### src/rtl/exmem_lsu.sv
// Load/store unit for the EX/MEM stage: turns one aligned load or store into a
// single bus request/response transaction and writes load results back to rd.
module exmem_lsu (
  input  logic        clk,
  input  logic        rst_n,
  input  logic        ex2exmem_mem_en_i,
  input  logic        ex2exmem_wb_en_i,
  input  logic [31:0] ex2exmem_mem_addr_i,
  input  logic [31:0] ex2exmem_store_data_i,
  input  logic [6:0]  ex2exmem_opcode_i,
  input  logic [2:0]  ex2exmem_funct3_i,
  input  logic [4:0]  ex2exmem_rd_i,
  output logic        exmem2bus_req_o,
  output logic        exmem2bus_we_o,
  output logic [31:0] exmem2bus_addr_o,
  output logic [3:0]  exmem2bus_be_o,
  output logic [31:0] exmem2bus_wdata_o,
  input  logic        bus2exmem_gnt_i,
  input  logic        bus2exmem_rvalid_i,
  input  logic [31:0] bus2exmem_rdata_i,
  output logic        exmem2regs_wb_en_o,
  output logic [4:0]  exmem2regs_rd_addr_o,
  output logic [31:0] exmem2regs_rd_data_o,
  output logic        exmem2cu_stall_o,
  output logic        exmem2cu_misalign_o
);

  localparam logic [6:0] OP_LOAD  = 7'b0000011;
  localparam logic [6:0] OP_STORE = 7'b0100011;

  typedef enum logic [1:0] {IDLE, REQ, WAIT, DONE} state_t;

  state_t      state;
  logic        is_load_q;
  logic        wb_en_q;
  logic [4:0]  rd_q;
  logic [1:0]  off_q;
  logic [2:0]  funct3_q;

  logic        is_load, is_store, legal, misaligned, candidate, accept;
  logic [3:0]  be_n;
  logic [31:0] wdata_n;
  logic [7:0]  ld_byte;
  logic [15:0] ld_half;
  logic [31:0] ld_data;

  // Decode of the incoming op; only meaningful while IDLE.
  // NOTE: every always_comb output gets a default first so no latch is inferred.
  always_comb begin
    is_load  = (ex2exmem_opcode_i == OP_LOAD);
    is_store = (ex2exmem_opcode_i == OP_STORE);
    legal    = 1'b0;
    case (ex2exmem_funct3_i)
      3'b000, 3'b001, 3'b010: legal = is_load || is_store;
      3'b100, 3'b101:         legal = is_load;
      default:                legal = 1'b0;
    endcase
    misaligned = ((ex2exmem_funct3_i[1:0] == 2'b01) && ex2exmem_mem_addr_i[0]) ||
                 ((ex2exmem_funct3_i[1:0] == 2'b10) && (ex2exmem_mem_addr_i[1:0] != 2'b00));
    candidate  = rst_n && (state == IDLE) && ex2exmem_mem_en_i && legal;
    accept     = candidate && !misaligned;
  end

  assign exmem2cu_misalign_o = candidate && misaligned;
  assign exmem2cu_stall_o    = accept || (state == REQ) || (state == WAIT);

  // Store lane steering; loads always request the full word.
  always_comb begin
    be_n    = 4'b1111;
    wdata_n = ex2exmem_store_data_i;
    if (is_store) begin
      case (ex2exmem_funct3_i[1:0])
        2'b00: begin
          be_n    = 4'b0001 << ex2exmem_mem_addr_i[1:0];
          wdata_n = {4{ex2exmem_store_data_i[7:0]}};
        end
        2'b01: begin
          be_n    = 4'b0011 << {ex2exmem_mem_addr_i[1], 1'b0};
          wdata_n = {2{ex2exmem_store_data_i[15:0]}};
        end
        default: begin
          be_n    = 4'b1111;
          wdata_n = ex2exmem_store_data_i;
        end
      endcase
    end
  end

  // Load lane extraction and extension from the captured offset/funct3.
  always_comb begin
    case (off_q)
      2'd0:    ld_byte = bus2exmem_rdata_i[7:0];
      2'd1:    ld_byte = bus2exmem_rdata_i[15:8];
      2'd2:    ld_byte = bus2exmem_rdata_i[23:16];
      default: ld_byte = bus2exmem_rdata_i[31:24];
    endcase
    ld_half = off_q[1] ? bus2exmem_rdata_i[31:16] : bus2exmem_rdata_i[15:0];
    case (funct3_q)
      3'b000:  ld_data = {{24{ld_byte[7]}}, ld_byte};
      3'b001:  ld_data = {{16{ld_half[15]}}, ld_half};
      3'b100:  ld_data = {24'h0, ld_byte};
      3'b101:  ld_data = {16'h0, ld_half};
      default: ld_data = bus2exmem_rdata_i;
    endcase
  end

  // NOTE: sequential state uses non-blocking assignments so all registers update together.
  always_ff @(posedge clk or negedge rst_n) begin
    if (!rst_n) begin
      state                <= IDLE;
      is_load_q            <= 1'b0;
      wb_en_q              <= 1'b0;
      rd_q                 <= 5'd0;
      off_q                <= 2'd0;
      funct3_q             <= 3'd0;
      exmem2bus_req_o      <= 1'b0;
      exmem2bus_we_o       <= 1'b0;
      exmem2bus_addr_o     <= 32'h0;
      exmem2bus_be_o       <= 4'b0000;
      exmem2bus_wdata_o    <= 32'h0;
      exmem2regs_wb_en_o   <= 1'b0;
      exmem2regs_rd_addr_o <= 5'd0;
      exmem2regs_rd_data_o <= 32'h0;
    end else begin
      case (state)
        IDLE: begin
          if (accept) begin
            is_load_q         <= is_load;
            wb_en_q           <= ex2exmem_wb_en_i;
            rd_q              <= ex2exmem_rd_i;
            off_q             <= ex2exmem_mem_addr_i[1:0];
            funct3_q          <= ex2exmem_funct3_i;
            exmem2bus_req_o   <= 1'b1;
            exmem2bus_we_o    <= is_store;
            exmem2bus_addr_o  <= {ex2exmem_mem_addr_i[31:2], 2'b00};
            exmem2bus_be_o    <= be_n;
            exmem2bus_wdata_o <= wdata_n;
            state             <= REQ;
          end
        end
        REQ: begin
          if (bus2exmem_gnt_i) begin
            exmem2bus_req_o <= 1'b0;
            exmem2bus_we_o  <= 1'b0;
            state           <= is_load_q ? WAIT : DONE;
          end
        end
        WAIT: begin
          if (bus2exmem_rvalid_i) begin
            if (wb_en_q && (rd_q != 5'd0)) begin
              exmem2regs_wb_en_o   <= 1'b1;
              exmem2regs_rd_addr_o <= rd_q;
              exmem2regs_rd_data_o <= ld_data;
            end
            state <= DONE;
          end
        end
        default: begin
          exmem2regs_wb_en_o <= 1'b0;
          state              <= IDLE;
        end
      endcase
    end
  end

endmodule

### config.mk
export PLATFORM = sky130hd
export DESIGN_NAME = exmem_lsu
export DESIGN_NICKNAME = d
export VERILOG_FILES = /design/src/rtl/exmem_lsu.sv
export SDC_FILE = /design/constraint.sdc
export NUM_CORES = 1
export LEC_CHECK = 0
export CORE_MARGIN = 5
export CORE_UTILIZATION = 43
export CTS_CLUSTER_DIAMETER = 60
export DETAILED_ROUTE_END_ITERATION = 7
export GPL_TIMING_DRIVEN = 0
export PLACE_DENSITY = 0.86
export SYNTH_ARGS = -nofsm -noshare
export SYNTH_HDL_FRONTEND = slang
export SYNTH_SLANG_ARGS = --single-unit
export TNS_END_PERCENT = 1
### constraint.sdc
create_clock -name clk -period 2.5 [get_ports clk]
set_clock_uncertainty 0.2 [all_clocks]
set_input_delay 0.25 -clock clk [delete_from_list [all_inputs] [get_ports clk]]
set_output_delay 0.25 -clock clk [all_outputs]
set_load 0.01 [all_outputs]
==> impl_metrics.yaml <==
critical_path:
  slowest_delay_ns: 0.54
  required_ns: 2.05
  cp-startpoint: "ex2exmem_opcode_i[0]"
  path_max_fanout: 10
  critPathSlowestCell: "clkdlybuf4s50_1"
  worstPathArrival_ns: 1.95
  timing.rr.start: "state[0]"
  r2r_cells: 6
  critPathKind: "primary input to output port"
  cp-start-kind: "primary input"
  endpoint_kind: "output port"
  path_cells: "clkdlybuf4s50_1 > nand4bb_4 > nor4_4 > and4_4 > buf_6 > or3_1 > clkdlybuf4s15_2"
global_routing:
  antenna_found_initial: 0
  grt_pass1_vias: 5422
  grtUsageTotal_pct: 24.3
  grt-ovfl-total: 0
  grt_pass1_wl_um: 28300
  grt_start_max_net_pins: 32
status:
  status: "finished clean"
die:
  rows: 41
  die_w_um: 124
  coreArea_mm2: 0.0127
  die-area_mm2: 0.0153
  start_util_pct: 43.9
  io_pins: 227
  die_y_um: 124
finish:
  fin_nets: 975
  final_area_mm2: 0.00887
  areaGrowthSynthToFinish_pct: 59.3
  layoutNonFillerInstCount: 1039
  drive_gt1_share_pct: 9.46
  antenna_cells: 0
  fillers: 962
synth:
  yosysWarnings: 0
  synthArstFlopShare_pct: 100
  ys.flop_type: "dfrtp_1"
  synthCells: 600
  synth-edff-count: 0
  synth_seq_area_share_pct: 54.0
  ys_seq_elements: 120
  synthesis.area_mm2: 0.00557
  synth_cell_types: 49
  avgSynthCellArea_um2: 9.28
route:
  ant_nets: 0
  drt_iter0_drc: 451
  drcViolationCount: 0
  post_drt_wl_per_cell_um: 17.8
  viasPerCell: 5.21
  num_vias: 5412
  first_pass_iters: 5
  wirelength_um: 18500
sta:
  slew_headroom_pct: 53.7
  finalCriticalPeriod_ns: 2.40
  final_hold_viol_count: 0
  worst_pin_slew_ns: 0.694
  worst_slack_ns: 0.105
  rsz0062_at_grt: "yes"
  fmax_mhz: 417
  drv_slew: 0
  whs_ns: 0.0951
  finalSetupViolations: 0
  post-route-period-util_pct: 95.8
place:
  dp_slack_ns: -0.744
  port_buffers: 223
  place_congestion: 0.948
  place_area_mm2: 0.00805
  hpwlAfterDp_um: 13300
  dp.cells: 997
power_and_ir_drop:
  switchingPower_mw: 1.28
  power_frac_seq_pct: 38.2
  ir_drop_v: 0.000443
  comb_power_share_pct: 16.6
  p_per_area_mw_per_mm2: 607
  power_mw: 5.38
  p_leak_nw: 4.16
  clock_power_share_pct: 45.2
  swShare_pct: 23.8
  p_int_mw: 4.10
cts:
  cts_max_level: 4
  path_clk_slew_ns: 0.05
  clock-root-buffer: "clkbuf_16"
  cts_sinks: 120
  cts_tree: "yes"
  cts_made_buffers: 17
  clockBufferDepth: 2
  clock_latency_ns: 0.41
hold_path:
  whs_path_depth: 3
  hold_start: "ex2exmem_funct3_i[2]"
  hold_path_class: "primary input to flip-flop"
flow_run:
  maxCapViolCount: 0
## critical path: cells and delay by family
kind	cells	cell delay [ns]
AND/OR/NAND/NOR	4	0.76
buffers and inverters	3	0.93
## cells in the final DEF, fill, tap and decap left out, types with 4 or more instances in the layout
cell type,Yosys,layout
mux2_2,8,7
nor2_1,23,23
o22ai_1,10,10
and3_1,6,6
nand2_1,202,202
dlygate4sd2_1,0,4
a211oi_1,4,4
a211o_1,7,7
clkbuf_1,19,20
dfrtp_1,120,120
o21ai_0,49,49
nand2b_1,9,9
clkinv_2,0,5
clkbuf_8,0,5
nor2b_1,4,4
a21oi_1,38,37
nor3b_1,4,4
clkdlybuf4s50_1,0,216
clkbuf_16,0,17
inv_1,6,6
a31oi_1,4,4
buf_12,0,4
mux2i_1,27,27
nand3_1,5,5
buf_2,12,11
buf_4,5,8
## kinds of logic after synthesis
| logic type | Yosys count | share of synthesized area, % |
|---|---|---|
| simple gates | 269 | 21.2 |
| buf+inv | 46 | 4.11 |
| mux | 35 | 6.47 |
| fa+ha+maj | 4 | 0.899 |
| flops | 120 | 54.0 |
| other cells | 1 | 0.0674 |
| compound gates | 125 | 13.3 |
## cells in the mapped netlist (all sizes together) (2+ instances only)
library cell,number,area (µm²)
a211o,7,61.3
a211oi,4,30.0
a21oi,38,190
a31oi,4,25.0
and3,6,37.5
buf,21,135
clkbuf,19,71.3
dfrtp,120,3000
ha,4,50.1
inv,6,22.5
mux2,8,90.1
mux2i,27,270
nand2,202,758
nand2b,9,56.3
nand3,5,25.0
nor2,24,97.6
nor2b,4,25.0
nor3,3,15.0
nor3b,4,30.0
o21a,2,16.3
o21ai,50,250
o21bai,2,15.0
o22ai,10,62.6
or4,3,30.0
## per-layer routing
metal / GRT usage, % / part of all wire, % / vias up
li1: - / - / 2540
met1: 29.3 / 39 / 2559
met2: 40.1 / 48 / 263
met3: 7.86 / 9.4 / 50
met4: 10.1 / 3.3 / 0
met5: 0 / 0 / -
## registers in the layout (all words and copies together) (netlist names)
signal                cells
exmem2regs_rd_addr_o      5
rd_q                      5
exmem2bus_we_o            1
exmem2bus_wdata_o        32
exmem2bus_req_o           1
funct3_q                  3
is_load_q                 1
off_q                     2
state                     2
exmem2regs_rd_data_o     32
exmem2bus_be_o            4
exmem2regs_wb_en_o        1
wb_en_q                   1
exmem2bus_addr_o         30
## through the flow
step | TNS [ns] | util (%)
2_1_floorplan | 0 | -
3_3_place_gp | -845.29 | 63.3
3_5_place_dp | -24.15 | 63.5
4_1_cts | 0 | 69.9
5_1_grt | -0.0135 | 70.0
6_report | 0 | 70.0
## power by group through the flow
stage               registers [mW]  logic [mW]  clock network, mW
finish                        2.05       0.892               2.43
global route                  2.06       0.969               2.56
CTS                           2.05       0.888               2.46
detailed placement            2.09       0.792                  0
global placement              2.09       0.767                  0
floorplan                     2.11       0.315                  0
## what timing repair did
item / 4_1_cts / 5_1_grt
hold buffers: 7 / 0
endpoints found under the setup margin: 2 / 2
pin swaps: 1 / 0
resized for setup: 15 / 2
endpoints found under the hold margin: 120 / 0
setup buffers: 3 / 0
gates cloned: 2 / 0
## cell type report
class	count	area [µm²]	area share [%]
Clock inverter	8	92.6	1.04
Tap cell	172	215	2.43
Clock buffer	24	502	5.66
Sequential cell	120	3000	33.9
Timing Repair Buffer	236	2470	27.9
Buffer	38	198	2.23
Inverter	6	22.5	0.254
Multi-Input combinational cell	435	2360	26.6
## final timing paths
kind	to	slack, ns
worst max-delay path	exmem2cu_stall_o	0.10
worst min register to register	exmem2bus_addr_o[8]	0.26
worst max register to register	exmem2regs_rd_data_o[12]	0.19
worst min-delay path	funct3_q[2]	0.1
max in group asynchronous	exmem2bus_wdata_o[26]	1.28
min in group asynchronous	exmem2bus_addr_o[25]	0.27
(Power assumes the default switching activity.)
